[src/rtl/window3x3_seq.sv]
// -----------------------------------------------------------------------------
// window3x3_seq
//
// Raster sequencer for a 3x3 sliding-window datapath (two W-long line buffers
// and a 3x3 shift register). That datapath shifts on every clock with no
// enable. This block therefore follows the frame position in lockstep with it.
// It produces sideband flags that are time-aligned with the window registers,
// and it flags protocol errors on the input stream.
//
// Ports:
//   clk        system clock; the datapath samples its pixel on the same edge
//   rst_n      asynchronous active-low reset
//   in_valid   pixel presented to the window this cycle
//   in_sof     qualifies in_valid; marks pixel index 0 of a frame
//   busy       frame in progress (PRIME or ACTIVE)
//   win_valid  window registers hold a full 3x3 neighbourhood this cycle
//   win_col    centre column of the current window (valid with win_valid)
//   win_row    centre row of the current window (valid with win_valid)
//   win_first  current window is centre (1,1)
//   win_last   current window is centre (H-2,W-2)
//   frame_done one-cycle pulse, coincident with win_last
//   err_gap    one-cycle pulse: in_valid dropped mid-frame
//   err_sof    one-cycle pulse: in_sof seen mid-frame
// -----------------------------------------------------------------------------
module window3x3_seq #(
    parameter int W  = 3124,
    parameter int H  = 3124,
    parameter int CW = $clog2(W),
    parameter int RW = $clog2(H)
) (
    input  logic          clk,
    input  logic          rst_n,
    input  logic          in_valid,
    input  logic          in_sof,
    output logic          busy,
    output logic          win_valid,
    output logic [CW-1:0] win_col,
    output logic [RW-1:0] win_row,
    output logic          win_first,
    output logic          win_last,
    output logic          frame_done,
    output logic          err_gap,
    output logic          err_sof
);

    typedef enum logic [1:0] {
        S_IDLE   = 2'd0,
        S_PRIME  = 2'd1,
        S_ACTIVE = 2'd2
    } state_t;

    localparam logic [CW-1:0] COL_LAST = CW'(W - 1);
    localparam logic [RW-1:0] ROW_LAST = RW'(H - 1);
    localparam logic [CW-1:0] COL_TWO  = CW'(2);
    localparam logic [RW-1:0] ROW_TWO  = RW'(2);

    // Position (row, column) of the pixel that is held in p22. The window
    // centre is exactly one row up and one column left of that pixel.
    state_t        r_state;
    logic [CW-1:0] r_col;
    logic [RW-1:0] r_row;

    logic          r_busy;
    logic          r_win_valid;
    logic [CW-1:0] r_win_col;
    logic [RW-1:0] r_win_row;
    logic          r_win_first;
    logic          r_win_last;
    logic          r_frame_done;
    logic          r_err_gap;
    logic          r_err_sof;

    state_t        w_state_next;
    logic [CW-1:0] w_col_next;
    logic [RW-1:0] w_row_next;
    logic          w_win_valid_next;
    logic [CW-1:0] w_win_col_next;
    logic [RW-1:0] w_win_row_next;
    logic          w_win_first_next;
    logic          w_win_last_next;
    logic          w_frame_done_next;
    logic          w_err_gap_next;
    logic          w_err_sof_next;

    // Pixel position after a normal increment, and the window flags at that position.
    logic [CW-1:0] w_inc_col;
    logic [RW-1:0] w_inc_row;
    logic          w_inc_full;
    logic          w_inc_first;
    logic          w_inc_last;

    always_comb begin
        w_inc_col = r_col + CW'(1);
        w_inc_row = r_row;
        if (r_col == COL_LAST) begin
            w_inc_col = '0;
            w_inc_row = r_row + RW'(1);
        end
        // The centre is (row-1, col-1) of p22. Consider a p22 column of 0 or 1:
        // the window then straddles a line wrap. Consider a p22 row below 2:
        // the window then straddles the top of the frame. The bottom edge needs
        // no test, because the frame ends at the last pixel.
        w_inc_full  = (w_inc_col >= COL_TWO) && (w_inc_row >= ROW_TWO);
        w_inc_first = (w_inc_col == COL_TWO) && (w_inc_row == ROW_TWO);
        w_inc_last  = (w_inc_col == COL_LAST) && (w_inc_row == ROW_LAST);
    end

    always_comb begin
        w_state_next      = r_state;
        w_col_next        = r_col;
        w_row_next        = r_row;
        w_win_valid_next  = 1'b0;
        w_win_col_next    = '0;
        w_win_row_next    = '0;
        w_win_first_next  = 1'b0;
        w_win_last_next   = 1'b0;
        w_frame_done_next = 1'b0;
        w_err_gap_next    = 1'b0;
        w_err_sof_next    = 1'b0;

        case (r_state)
            S_IDLE: begin
                if (in_valid && in_sof) begin
                    w_state_next = S_PRIME;
                    w_col_next   = '0;
                    w_row_next   = '0;
                end
            end
            default: begin
                if (!in_valid) begin
                    // The datapath keeps shifting, so the window contents are
                    // now corrupt. Abort the frame.
                    w_err_gap_next = 1'b1;
                    w_state_next   = S_IDLE;
                    w_col_next     = '0;
                    w_row_next     = '0;
                end else if (in_sof) begin
                    // A restart wins over a normal increment. This also holds on the final pixel.
                    w_err_sof_next = 1'b1;
                    w_state_next   = S_PRIME;
                    w_col_next     = '0;
                    w_row_next     = '0;
                end else begin
                    w_col_next       = w_inc_col;
                    w_row_next       = w_inc_row;
                    w_win_valid_next = w_inc_full;
                    w_win_first_next = w_inc_first;
                    if (w_inc_full) begin
                        w_win_col_next = w_inc_col - CW'(1);
                        w_win_row_next = w_inc_row - RW'(1);
                    end
                    if (w_inc_last) begin
                        w_win_last_next   = 1'b1;
                        w_frame_done_next = 1'b1;
                        w_state_next      = S_IDLE;
                        w_col_next        = '0;
                        w_row_next        = '0;
                    end else if ((r_state == S_PRIME) && w_inc_first) begin
                        w_state_next = S_ACTIVE;
                    end
                end
            end
        endcase
    end

    always_ff @(posedge clk or negedge rst_n) begin
        if (!rst_n) begin
            r_state      <= S_IDLE;
            r_col        <= '0;
            r_row        <= '0;
            r_busy       <= 1'b0;
            r_win_valid  <= 1'b0;
            r_win_col    <= '0;
            r_win_row    <= '0;
            r_win_first  <= 1'b0;
            r_win_last   <= 1'b0;
            r_frame_done <= 1'b0;
            r_err_gap    <= 1'b0;
            r_err_sof    <= 1'b0;
        end else begin
            r_state      <= w_state_next;
            r_col        <= w_col_next;
            r_row        <= w_row_next;
            r_busy       <= (w_state_next != S_IDLE);
            r_win_valid  <= w_win_valid_next;
            r_win_col    <= w_win_col_next;
            r_win_row    <= w_win_row_next;
            r_win_first  <= w_win_first_next;
            r_win_last   <= w_win_last_next;
            r_frame_done <= w_frame_done_next;
            r_err_gap    <= w_err_gap_next;
            r_err_sof    <= w_err_sof_next;
        end
    end

    assign busy       = r_busy;
    assign win_valid  = r_win_valid;
    assign win_col    = r_win_col;
    assign win_row    = r_win_row;
    assign win_first  = r_win_first;
    assign win_last   = r_win_last;
    assign frame_done = r_frame_done;
    assign err_gap    = r_err_gap;
    assign err_sof    = r_err_sof;

endmodule

[config.mk]
export PLATFORM = sky130hd
export DESIGN_NAME = window3x3_seq
export DESIGN_NICKNAME = d
export VERILOG_FILES = /design/src/rtl/window3x3_seq.sv
export SDC_FILE = /design/constraint.sdc
export NUM_CORES = 1
export LEC_CHECK = 0
export BUFFER_PORTS_ARGS = -buffer_cell sky130_fd_sc_hd__buf_4
export CAP_MARGIN = 20
export CORE_UTILIZATION = 54
export CTS_CLUSTER_SIZE = 14
export DETAILED_ROUTE_END_ITERATION = 16
export MAX_ROUTING_LAYER = met4
export PLACE_DENSITY = 0.87
export SYNTH_ARGS = -nofsm -noshare
export SYNTH_HDL_FRONTEND = slang
export SYNTH_SLANG_ARGS = --single-unit
export TNS_END_PERCENT = 30
[constraint.sdc]
create_clock -name clk -period 3.6 [get_ports clk]
set_clock_uncertainty 0.15 [all_clocks]
set_input_delay 0.36 -clock clk [delete_from_list [all_inputs] [get_ports clk]]
set_output_delay 0.36 -clock clk [all_outputs]
set_load 0.03 [all_outputs]
==> reports/qor.json, run 1 <==
{
  "power_density_nw_per_um2": 288,
  "place.port_buffers": 34,
  "fin_setup_tns_ns": 0,
  "ys_dominant_reg_cell": "sky130_fd_sc_hd__dfrtp_1",
  "final_period_minus_worst_setup_slack_ns": 3.36,
  "dr_total_vias": 3045,
  "arrival_ns": 3.39,
  "synthToLayoutAreaGrowth_pct": 14.1,
  "final_max_slew_viol_count": 0,
  "synth_fa_ha_area_share_pct": 2.17,
  "setup-violations-final": 0,
  "drt-initial-drc-count": 276,
  "grt_pass1_wl_mm": 13.7,
  "fp.dieW_um": 82.0,
  "leakage_uw": 0.00180,
  "final_hold_viol_count": 0,
  "drt-vias-per-instance": 6.11,
  "start_kind": "register",
  "filler_cell_count": 499,
  "cts_tree": "yes",
  "cts_buffer_depth": 2,
  "mappedNetlistArea_um2": 3460,
  "clk_latency_ns": 0.31,
  "chipHeight_um": 82.0,
  "dp_hpwl_mm": 6.17,
  "grt_antenna_before_repair": 0,
  "post_route_antenna_net_violation_count": 0,
  "number_of_enable_type_register_cells_in_the_synthesized_netlist": 0,
  "synthTopCellsByCount": "sky130_fd_sc_hd__dfrtp_1, sky130_fd_sc_hd__nand2_1, sky130_fd_sc_hd__nor2_1, sky130_fd_sc_hd__nand3_1, sky130_fd_sc_hd__xnor2_1",
  "synth_xor_area_share_pct": 8.36,
  "grt_max_degree": 57,
  "endpoint_kind": "register",
  "simple_gate_share_of_the_synthesized_area_pct": 29.4,
  "layout-drive-gt1-share_pct": 20.3,
  "finalNetCount": 432,
  "synth_fp_nets": 394,
  "totalPowerFinal_uw": 1130,
  "vias_in_the_first_global_route": 2901,
  "finalWirelength_mm": 8.48,
  "routedWlPerCell_um": 17.0,
  "htree_levels": 2,
  "worst_hold_margin_ns": 0.0889,
  "clk_root_buffer_cell": "sky130_fd_sc_hd__clkbuf_8",
  "timing.setup.critical_path_class": "register to register",
  "worst_hold_path_type": "input pin to register",
  "post_synthesis_compound_gate_area_fraction_pct": 13.6,
  "die-area_um2": 6730,
  "avg_cell_area_syn_um2": 9.01,
  "synthesis.yosys.warnings": 0,
  "main_combinational_cell_family_by_area_after_synthesis": "simple AND/OR/NAND/NOR gates",
  "num_io_pins": 35,
  "cts-buffers-inserted": 5,
  "detail_route.first_pass.iterations": 4,
  "cp_max_fo": 7,
  "synth_most_common_cell": "sky130_fd_sc_hd__dfrtp_1",
  "cts.sinks": 56,
  "number_of_antenna_repair_diodes": 0,
  "max_slew.worst_pin.slew_ns": 0.730,
  "cts.reportedPaths.clkPinSlew_ns": 0.10,
  "synth_top_cells_by_area": "sky130_fd_sc_hd__dfrtp_1, sky130_fd_sc_hd__xnor2_1, sky130_fd_sc_hd__nand2_1",
  "synth_area_leader_cell": "sky130_fd_sc_hd__dfrtp_1",
  "ys_async_sr_fraction_pct": 100,
  "final.period_utilization_pct": 93.4,
  "core_um2": 6060,
  "outcome": "finished clean",
  "post-route-drc-count": 0,
  "start_util_pct": 57.1,
  "drv_cap": 0,
  "ys_ff_latch": 56,
  "vdd_ir_drop_max_uv": 159,
  "fmax_ghz": 0.297,
  "critical_path_required_ns": 3.62,
  "grt-ovfl-total": 0,
  "ys_seq_area_share_pct": 40.5,
  "syn_inst": 384,
  "rsz_0062_raised_after_global_routing": "false",
  "yosys-mux-area-fraction_pct": 0.615,
  "place.gp.congestion": 0.928,
  "placement_rows": 28,
  "slew_headroom_pct": 51.3,
  "placed_cell_area_um2": 3810,
  "yosysTopAreaCellShare_pct": 40.5,
  "post-route-cell-area_um2": 3950,
  "synth_cell_types": 62,
  "globalRouteTotalUtil_pct": 27.9
}
## registers in the layout, summed over array words and instances (netlist names), 2 cells and up
name,count
r_col,12
r_row,12
win_col,12
win_row,12
r_state,2
## per-stage QoR
stage                     instances  worst slack (ns)  util, %
after global routing            498            0.0315     65.1
after floorplan                 384            0.0192        -
after CTS                       498            0.0381     64.9
after detailed placement        489            0.0800     62.9
after global placement          489             0.225     62.9
final                           498             0.237     65.1
## layout by cell type, fill, tap and decap left out, drive strengths merged, types with 2 or more instances in the layout
| cell | instances |
|---|---|
| xnor2 | 20 |
| buf | 56 |
| or3b | 2 |
| nor2 | 42 |
| and2 | 7 |
| a22o | 2 |
| a31oi | 7 |
| a21o | 3 |
| nand3b | 2 |
| nand4b | 5 |
| or3 | 5 |
| nor4 | 8 |
| nand2 | 42 |
| o21ai | 17 |
| nand4bb | 2 |
| clkbuf | 5 |
| or2 | 5 |
| and3 | 4 |
| o21a | 4 |
| nand3 | 21 |
| xor2 | 13 |
| a21oi | 15 |
| o31ai | 3 |
| inv | 7 |
| nand2b | 4 |
| nor3 | 13 |
| o211ai | 4 |
| nor2b | 2 |
| nand4 | 15 |
| ha | 6 |
| a311oi | 2 |
| dfrtp | 56 |
| a211o | 3 |
## path summary, 6_finish.rpt
path / startpoint / end / slack (ns) / depth (start not counted)
min: in_valid / err_gap / 0.09 / 2
max: r_col[1] / r_col[10] / 0.24 / 14
min in group asynchronous: rst_n / win_col[0] / 0.48 / 2
max in group asynchronous: rst_n / r_col[1] / 2.29 / 2
max reg2reg: r_col[1] / r_col[10] / 0.24 / 14
min reg2reg: r_row[7] / r_row[7] / 0.41 / 2
## per-layer routing
| metal | track usage (%) | routed length [µm] |
|---|---|---|
| met1 | 34.7 | 3680 |
| met2 | 44.2 | 4050 |
| met3 | 4.89 | 433 |
| met4 | 12.3 | 310 |
| met5 | - | 0 |
## report_power, final
part | leakage [µW] | switching, µW | total, µW | internal, µW
clock | 0.0000541 | 210 | 416 | 206
combinational | 0.000970 | 55.5 | 82.3 | 26.9
sequential | 0.000776 | 3.15 | 636 | 633
## cell families (layout without fill, tap and decap cells)
group,Yosys count,after routing
xor gates and xnor gates,33,33
and+or+nand+nor,185,185
adders and majority gates,6,6
muxes,2,2
DFF,56,56
AOI/OAI and AO/OA,69,69
buffers and inverters,33,72
## worst max-delay path: stages (launching register included)
cell and delay [ns]:
sky130_fd_sc_hd__dfrtp_2 0.47, sky130_fd_sc_hd__ha_1 0.21, sky130_fd_sc_hd__and4b_1 0.22, sky130_fd_sc_hd__nand3_1 0.16, sky130_fd_sc_hd__buf_4 0.17, sky130_fd_sc_hd__nand2_1 0.06
sky130_fd_sc_hd__o21ai_0 0.13, sky130_fd_sc_hd__ha_1 0.21, sky130_fd_sc_hd__nand3_1 0.09, sky130_fd_sc_hd__a211oi_2 0.21, sky130_fd_sc_hd__nand4b_1 0.13, sky130_fd_sc_hd__or4b_4 0.56
sky130_fd_sc_hd__buf_4 0.19, sky130_fd_sc_hd__a32oi_1 0.18, sky130_fd_sc_hd__o31ai_1 0.09
## layout make-up
cell class	count	area [µm²]	share of cell area (%)
multi-input combinational	295	1880	47.7
sequential	56	1400	35.5
timing repair buffer	57	430	10.9
tap	75	93.8	2.38
clock buffer	5	68.8	1.74
clock inverter	3	42.5	1.08
inverter	7	26.3	0.666
## what timing repair did
action / 4_1_cts / 5_1_grt
hold endpoints to repair: 56 / 0
endpoints found under the setup margin: 0 / 16
buffers inserted: 0 / 0
resized for setup: 0 / 3
hold buffers: 1 / 0
Power figures use the tool's default switching activity.
==> run 2: changes to the inputs <==
ABC_AREA = 1   (was not set)
CORE_UTILIZATION = 53   (was 54)
PLACE_DENSITY = 0.86   (was 0.87)
==> reports/qor.json, run 2 <==
{
  "outcome": "finished clean",
  "layout-drive-gt1-share_pct": 12.9,
  "cts-buffers-inserted": 5,
  "post-cts-setup-buffers": 0,
  "power_density_nw_per_um2": 283,
  "synth_most_common_cell": "sky130_fd_sc_hd__nand2_1",
  "final_hold_viol_count": 0,
  "final_max_slew_viol_count": 0,
  "power_report.internal_total_uw": 795,
  "post_route_antenna_net_violation_count": 0,
  "grt_max_degree": 57,
  "ys_ff_latch": 56,
  "routedWlPerCell_um": 13.9,
  "post-route-drc-count": 0,
  "layout.cells.most_common_list": "sky130_fd_sc_hd__nand2_1, sky130_fd_sc_hd__nor2_1, sky130_fd_sc_hd__dfrtp_1, sky130_fd_sc_hd__inv_1, sky130_fd_sc_hd__buf_4",
  "yosysTopAreaCellShare_pct": 41.3,
  "start_util_pct": 56.0,
  "source_of_the_worst_hold_timing_path": "in_valid",
  "endpoint_kind": "register",
  "placement_rows": 28,
  "num_io_pins": 35,
  "regToRegStartpoint": "r_col[1]",
  "number_of_antenna_repair_diodes": 0,
  "die-area_um2": 6730,
  "leakage_uw": 0.00206,
  "fp.dieW_um": 82.0,
  "fin_setup_tns_ns": 0,
  "cts.reportedPaths.clkPinSlew_ns": 0.11,
  "place_inst": 585,
  "vdd_ir_drop_max_uv": 169,
  "grt_antenna_before_repair": 0,
  "final_period_minus_worst_setup_slack_ns": 3.03,
  "ys_dominant_reg_cell": "sky130_fd_sc_hd__dfrtp_1",
  "setup-violations-final": 0,
  "clk_root_buffer_cell": "sky130_fd_sc_hd__clkbuf_8",
  "finalNonFillerCells": 594,
  "timing.setup.critical_path_class": "register to register",
  "vias_in_the_first_global_route": 2903,
  "sequentialPowerShare_pct": 59.5,
  "start_kind": "register",
  "htree_levels": 2,
  "synth_cell_types": 28,
  "synthTopCellsByCount": "sky130_fd_sc_hd__nand2_1, sky130_fd_sc_hd__nor2_1, sky130_fd_sc_hd__dfrtp_1, sky130_fd_sc_hd__inv_1, sky130_fd_sc_hd__nand3_1",
  "synth_top_cells_by_area": "sky130_fd_sc_hd__dfrtp_1, sky130_fd_sc_hd__nand2_1, sky130_fd_sc_hd__nor2_1",
  "synth_fp_nets": 494,
  "globalRouteTotalUtil_pct": 27.7,
  "cp_max_fo": 17,
  "netSwitchingPower_uw": 277,
  "avg_cell_area_syn_um2": 7.02,
  "core_um2": 6060,
  "slew_headroom_pct": 54.0,
  "synthToLayoutAreaGrowth_pct": 11.3,
  "drt-vias-per-instance": 5.39,
  "synthesis.yosys.warnings": 0,
  "place.port_buffers": 34,
  "max_slew.worst_pin.slew_ns": 0.690,
  "fmax_ghz": 0.331,
  "drv_cap": 0,
  "syn_inst": 484,
  "finalWirelength_mm": 8.24,
  "power.switching_fraction_pct": 25.8,
  "cts_buffer_depth": 2,
  "mappedNetlistArea_um2": 3400,
  "critical_path_required_ns": 3.69,
  "arrival_ns": 3.11,
  "detail_route.first_pass.iterations": 5,
  "clock_power_share_pct": 33.3,
  "synth_area_leader_cell": "sky130_fd_sc_hd__dfrtp_1",
  "cts.sinks": 56,
  "ys_seq_area_share_pct": 41.3,
  "crit_start": "r_col[1]",
  "clk_latency_ns": 0.32,
  "power.combinational.fraction_pct": 7.2,
  "chipHeight_um": 82.0,
  "place.gp.congestion": 0.943,
  "cts_tree": "yes",
  "grt-ovfl-total": 0,
  "dr_total_vias": 3199,
  "worst_hold_path_type": "input pin to register",
  "number_of_enable_type_register_cells_in_the_synthesized_netlist": 0,
  "drt-initial-drc-count": 308,
  "ys_async_sr_fraction_pct": 100,
  "mostFrequentLayoutCell": "sky130_fd_sc_hd__nand2_1",
  "finalNetCount": 528,
  "rsz_0062_raised_after_global_routing": "false",
  "dp_hpwl_mm": 6.07,
  "final.period_utilization_pct": 84.0,
  "grt_pass1_wl_mm": 13.8
}
==> run 2: cell types whose count changed in the layout (fill, tap and decap cells not counted), moves of 7 or more <==
cell                      change
sky130_fd_sc_hd__nand2_1    +118
sky130_fd_sc_hd__inv_1       +48
sky130_fd_sc_hd__nor2_1      +27
sky130_fd_sc_hd__buf_4       -21
sky130_fd_sc_hd__xnor2_1     -15
sky130_fd_sc_hd__o21ai_1     +12
sky130_fd_sc_hd__nand3_1     +10
sky130_fd_sc_hd__nor2_2      +10
sky130_fd_sc_hd__a31oi_1      -7
sky130_fd_sc_hd__nor3_1       -7
==> run 2: final timing paths <==
| check | endpoint | slack (ns) | cells after the start |
|---|---|---|---|
| setup / recovery | r_row[11] | 0.57 | 17 |
| hold / removal | err_gap | 0.06 | 2 |
| setup reg to reg | r_row[11] | 0.57 | 17 |
| hold reg to reg | r_col[6] | 0.42 | 2 |
| max in group asynchronous | r_col[10] | 2.36 | 2 |
| min in group asynchronous | win_col[6] | 0.49 | 2 |
==> run 2: area by class of cell <==
cell class                 instances  area (µm²)
fill                             538        2280
multi-input combinational        361        1700
sequential                        56        1400
timing repair buffer              36         273
inverter                          58         218
tap                               75        93.8
clock buffer                       5        68.8
clock inverter                     3        22.5
==> run 2: routing by layer <==
| metal | up-vias | track usage (%) | share of wire [%] |
|---|---|---|---|
| met5 | - | - | 0 |
| li1 | 1580 | - | - |
| met3 | 17 | 3.56 | 7.0 |
| met2 | 133 | 40.8 | 42 |
| met4 | 0 | 8.42 | 1.8 |
| met1 | 1469 | 39.3 | 49 |
==> run 2: through the flow <==
stage | instance area [µm²] | total power, µW | hold slack [ns] | utilization, % | worst slack (ns)
3_5_place_dp | 3680 | 725 | 0.306 | 60.7 | 0.636
4_1_cts | 3780 | 1080 | 0.0584 | 62.4 | 0.618
6_report | 3780 | 1070 | 0.0624 | 62.4 | 0.575
3_3_place_gp | 3680 | 723 | 0.292 | 60.7 | 0.744
2_1_floorplan | 3400 | 695 | -0.0856 | - | 0.950
5_1_grt | 3780 | 1110 | 0.0584 | 62.4 | 0.225
==> run 2: worst max-delay path, cell delays in order, from the launching register on <==
cell and delay [ns]:
sky130_fd_sc_hd__dfrtp_1 0.47, sky130_fd_sc_hd__ha_1 0.30, sky130_fd_sc_hd__nand2_1 0.10, sky130_fd_sc_hd__nor2_2 0.13, sky130_fd_sc_hd__nand2_2 0.21, sky130_fd_sc_hd__o21ai_2 0.26, sky130_fd_sc_hd__inv_1 0.12, sky130_fd_sc_hd__ha_1 0.19
sky130_fd_sc_hd__nand2_1 0.06, sky130_fd_sc_hd__nand3b_1 0.09, sky130_fd_sc_hd__nor2_1 0.05, sky130_fd_sc_hd__nand2_1 0.07, sky130_fd_sc_hd__nor2_1 0.04, sky130_fd_sc_hd__nand3_1 0.08, sky130_fd_sc_hd__nor2_2 0.06, sky130_fd_sc_hd__nor2_4 0.34
sky130_fd_sc_hd__nand2_1 0.12, sky130_fd_sc_hd__o21ai_1 0.10
==> run 2: what timing repair did <==
action,CTS,global route
hold endpoints to repair,56,0
hold buffers,1,0
gates resized for setup,0,0
==> run 2: cell families (layout without fill, tap and decap cells) <==
kind of cell | Yosys count | in the layout | share of synthesized area (%)
AO/OA/AOI/OAI | 41 | 41 | 6.34
adder cells (fa/ha/maj) | 6 | 6 | 2.21
flip-flops | 56 | 56 | 41.3
buffers and inverters | 67 | 102 | 8.58
AND/OR/NAND/NOR | 299 | 299 | 37.5
XOR/XNOR | 15 | 15 | 4.09
==> run 2: power by group through the flow <==
stage	Combinational [µW]	Clock (µW)	Sequential, µW
6_report	76.8	357	637
5_1_grt	85.3	384	638
4_1_cts	76.8	365	637
3_5_place_dp	75.5	0	650
3_3_place_gp	74.2	0	649
2_1_floorplan	41.5	0	654
